## src/rtl/wb_regfile_pkg.sv

```systemverilog
// Shared pipeline definitions: data/index widths and the hardwired-zero register index.
// The pipeline registers and the forwarding unit use the same package.
package wb_regfile_pkg;

  localparam int DATA_W = 32;
  localparam int ADDR_W = 5;
  localparam int NREGS  = 2 ** ADDR_W;
  localparam int CNT_W  = 32;

  localparam logic [ADDR_W-1:0] REG_ZERO = '0;

endpackage : wb_regfile_pkg

```

## src/rtl/wb_regfile_reg_array.sv

```systemverilog
// Architectural register storage: one synchronous write port with reset clear,
// two asynchronous read ports, no bypass and no zero-register special case.
module wb_regfile_reg_array #(
  parameter int DATA_W = 32,
  parameter int ADDR_W = 5,
  parameter int NREGS  = 32
) (
  input  logic              clk,
  input  logic              rst,
  input  logic              we,
  input  logic [ADDR_W-1:0] waddr,
  input  logic [DATA_W-1:0] wdata,
  input  logic [ADDR_W-1:0] raddr1,
  input  logic [ADDR_W-1:0] raddr2,
  output logic [DATA_W-1:0] rdata1,
  output logic [DATA_W-1:0] rdata2
);

  logic [DATA_W-1:0] mem [NREGS];

  // Reset wins over a write arriving on the same edge.
  always_ff @(posedge clk) begin
    if (rst) begin
      for (int i = 0; i < NREGS; i++) begin
        mem[i] <= '0;
      end
    end else if (we) begin
      mem[waddr] <= wdata;
    end
  end

  assign rdata1 = mem[raddr1];
  assign rdata2 = mem[raddr2];

endmodule : wb_regfile_reg_array

```

## src/rtl/wb_regfile.sv

```systemverilog
// Write-back stage and register file: selects the write-back value, commits it,
// serves two write-through read ports and counts committed writes.
module wb_regfile
  import wb_regfile_pkg::*;
#(
  parameter int DATA_W = wb_regfile_pkg::DATA_W,
  parameter int ADDR_W = wb_regfile_pkg::ADDR_W,
  parameter int NREGS  = 2 ** ADDR_W,
  parameter int CNT_W  = wb_regfile_pkg::CNT_W
) (
  input  logic              clk,
  input  logic              rst,
  input  logic [DATA_W-1:0] ReadData_in,
  input  logic [DATA_W-1:0] AluRes_in,
  input  logic [ADDR_W-1:0] Rd_in,
  input  logic              RegWrite_in,
  input  logic              MemToReg_in,
  input  logic [ADDR_W-1:0] Rs1,
  input  logic [ADDR_W-1:0] Rs2,
  output logic [DATA_W-1:0] ReadData1,
  output logic [DATA_W-1:0] ReadData2,
  output logic [DATA_W-1:0] WbData,
  output logic              WbValid,
  output logic [CNT_W-1:0]  CommitCnt
);

  localparam logic [ADDR_W-1:0] ZERO_IDX = ADDR_W'(REG_ZERO);

  logic [DATA_W-1:0] arr_rdata1;
  logic [DATA_W-1:0] arr_rdata2;

  assign WbData  = MemToReg_in ? ReadData_in : AluRes_in;
  // Writes to the zero register are not commits; this also keeps them out of the bypass.
  assign WbValid = RegWrite_in && (Rd_in != ZERO_IDX);

  wb_regfile_reg_array #(
    .DATA_W (DATA_W),
    .ADDR_W (ADDR_W),
    .NREGS  (NREGS)
  ) u_reg_array (
    .clk    (clk),
    .rst    (rst),
    .we     (WbValid),
    .waddr  (Rd_in),
    .wdata  (WbData),
    .raddr1 (Rs1),
    .raddr2 (Rs2),
    .rdata1 (arr_rdata1),
    .rdata2 (arr_rdata2)
  );

  // Write-first: a same-cycle commit to the read index is returned directly.
  always_comb begin
    ReadData1 = arr_rdata1;
    ReadData2 = arr_rdata2;
    if (Rs1 == ZERO_IDX) begin
      ReadData1 = '0;
    end else if (WbValid && (Rs1 == Rd_in)) begin
      ReadData1 = WbData;
    end
    if (Rs2 == ZERO_IDX) begin
      ReadData2 = '0;
    end else if (WbValid && (Rs2 == Rd_in)) begin
      ReadData2 = WbData;
    end
  end

  always_ff @(posedge clk) begin
    if (rst) begin
      CommitCnt <= '0;
    end else if (WbValid) begin
      CommitCnt <= CommitCnt + 1'b1;
    end
  end

endmodule : wb_regfile

```

## config.mk

```make
export PLATFORM = sky130hd
export DESIGN_NAME = wb_regfile
export DESIGN_NICKNAME = d
export VERILOG_FILES = /design/src/rtl/wb_regfile_pkg.sv /design/src/rtl/wb_regfile_reg_array.sv /design/src/rtl/wb_regfile.sv
export SDC_FILE = /design/constraint.sdc
export NUM_CORES = 2
export LEC_CHECK = 0
export CAP_MARGIN = 20
export CORE_MARGIN = 2
export CORE_UTILIZATION = 29
export DETAILED_ROUTE_END_ITERATION = 8
export PLACE_DENSITY = 0.56
export SLEW_MARGIN = 20
export SYNTH_ARGS = -nofsm -noshare
export SYNTH_HDL_FRONTEND = slang
export SYNTH_SLANG_ARGS = --single-unit
```

## constraint.sdc

```tcl
create_clock -name clk -period 4.5 [get_ports clk]
set_input_delay 1.125 -clock clk [delete_from_list [all_inputs] [get_ports clk]]
set_output_delay 1.125 -clock clk [all_outputs]
set_load 0.01 [all_outputs]
```

==> flow_summary.ini <==
[final_layout]
drive_gt1_share_pct = 34.03
layout.nets = 4574
layout_common_cells = nor2_1, edfxtp_1, mux4_2, buf_4, mux2i_1
area_delta_synth_final_pct = 27.16
final_common_cell = nor2_1
n_antenna_cell = 0
post-route-util_pct = 37.15

[setup_path]
critPathLaunch = Rs2[0]
timing_worst_setup_path_type = in2out
cp.arrival_ns = 3.38
crit_fanout = 8
cp_data_required_time_ns = 3.38
r2r-start = CommitCnt[3]
end_kind = output pin
cp-start-kind = input pin

[place]
io_buffer_count = 211
hpwl_um = 147800
routabilityCongestion = 0.9170

[routing]
drc = 0
drt-pass1-iter-count = 5
antenna_left = 0
dr_total_vias = 40710
drt_first_iter_violations = 5935
wl_um = 229100
drt-wirelength-per-cell_um = 32.43
vias_per_cell = 5.762

[synthesis]
syn-cell-area_sq_um = 54930
avgSynthCellArea_sq_um = 14.06
synthSimpleGateAreaFrac_pct = 9.754
ys.flop_type = edfxtp_1
synthXorXnorAreaFrac_pct = 0.5740
async_reset_ff_share_pct = 0
synth_mux_area_share_pct = 24.07
synth_top_area_cell = edfxtp_1
synth-edff-count = 1024
ys_seq_area_share_pct = 57.15
synth_area_leaders = edfxtp_1, mux4_2, nor2_1, mux2i_1, clkbuf_1
synth_top_family_by_area = multiplexers
ys_types = 62
syn_inst = 3907
synth_compound_area_share_pct = 4.426
ys_ff_latch = 1056
yosys_warnings = 0
synth_top_area_share_pct = 55.98
synth_adder_area_share_pct = 0.02278

[timing]
drv_slew = 0
fin_crit_sh_pct = 100.1
worst_slew_pin_slew_ns = 0.9436
rsz0062_at_grt = yes
finClkSkew_ns = 0.009307
setup_ws_ns = -0.004212
finalCriticalPeriod_ns = 4.504
relSlewSlack_pct = 37.09
fmax_mhz = 222.0
finalHoldViolCount = 0
setup_viol = 2

[cts]
cts_tree = done
cts_root_buffer = clkbuf_16
clk-insertion-delay-late_ns = 0.74
cts_sinks = 1056
cts_buffers = 110
cts_buffer_depth = 3
h-tree-depth = 3
cts_hold_buf = 0
clk_pin_slew_ns = 0.05

[worst_hold_path]
hp-start = CommitCnt[1]
worstHoldPathType = reg2reg

[global_routing]
grt_max_degree = 47
antenna_found_initial = 11
grtUsageTotal_pct = 23.15
grt_pass1_wl_um = 313400
first_global_vias = 40100
grt_overflow_total = 0

[power]
power.leakage_nw = 24.88
power_mw = 24.56
vdd_drop_max_mv = 0.3346
p_per_area_nw_per_um2 = 351.6

[floorplan]
die_w_um = 439.2
row_count = 159
design.die.area_sq_um = 192900
fp.dieH_um = 439.2
start_util_pct = 29.22
core_sq_um = 188000
ioPinCount = 212

[job]
maxCapViolCount = 0

[status]
status = finished, violations left
failed_checks = setup timing
## path summary, 6_finish.rpt
check / endpoint / slack [ns] / depth (start not counted)
min: CommitCnt[1] / 0.49 / 2
max reg2reg: CommitCnt[28] / 2.30 / 6
max: ReadData2[14] / -0.004 / 8
min reg2reg: CommitCnt[1] / 0.49 / 2
## state kept, by name, summed over array words and instances (netlist names)
| name | cells |
|---|---|
| u_reg_array.mem | 1024 |
| CommitCnt | 32 |
## Yosys cell counts, drive strengths merged (8+ instances only)
master and number:
o21ai 55, a21oi 55, a211oi 59, and2 17, a22oi 24, o22ai 20, xnor2 13, buf 125
nand2b 41, nor2b 25, mux2i 214, mux2 8, edfxtp 1024, clkbuf 280, xor2 23, inv 39
nor2 1046, mux4 488, a221oi 71, dfxtp 32, nand3 19, nor3 21, nand4 14, nand2 99
o211ai 25
## cell families after synthesis
family          after synthesis
simple gates               1314
flops                      1056
compound gates              344
fa+ha+maj                     1
mux                         710
xor+xnor                     36
other cells                   1
buf+inv                     445
## cell type report
cell class,count,area (sq um)
Multi-Input combinational cell,2437,22840
Fill cell,17810,118200
Clock inverter,48,336.6
Tap cell,2495,3122
Inverter,40,160.2
Clock buffer,144,2932
Timing Repair Buffer,845,9069
Sequential cell,1056,31390
## per-layer routing
| metal | wire [um] | up-vias | track usage [%] |
|---|---|---|---|
| met5 | 34 | - | 0 |
| met4 | 13930 | 6 | 12.28 |
| met2 | 103100 | 2815 | 35.59 |
| li1 | - | 16110 | - |
| met3 | 26490 | 542 | 5.799 |
| met1 | 85530 | 21240 | 30.09 |
## through the flow
stage                     area [sq um]   TNS (ns)  hold slack [ns]  setup slack (ns)  std cells
after floorplan                  55050          0           0.5036            0.4899       3938
after CTS                        68890    -0.2803           0.5000          -0.08407       7020
final                            69850  -0.004798           0.4937         -0.004212       7065
after detailed placement         64480     -33.33           0.4932            -1.165       6787
after global placement           64470     -33.63           0.4858            -1.323       6787
after global routing             69850    -0.1444           0.5235          -0.02257       7065
## report_power, final
group | internal, mW | total [mW] | switching (mW)
clock | 4.68 | 8.72 | 4.04
combinational | 1.94 | 4.27 | 2.33
sequential | 11.3 | 11.6 | 0.271
total | 17.9 | 24.6 | 6.64
## what timing repair did
action | 4_1_cts | 5_1_grt
gates cloned | 8 | 5
setup buffers | 34 | 42
pin swaps | 24 | 30
endpoints found under the hold margin | 0 | 0
resized for setup | 262 | 149
endpoints found under the setup margin | 64 | 58
## critical path, stage by stage
cell             delay (ns)
buf_16                 0.15
buf_16                 0.17
buf_12                 0.17
mux4_2                 0.53
mux4_2                 0.57
a32oi_2                0.27
o21ai_2                0.11
clkdlybuf4s15_2        0.24
No activity file was read; power rests on OpenSTA's default activity.
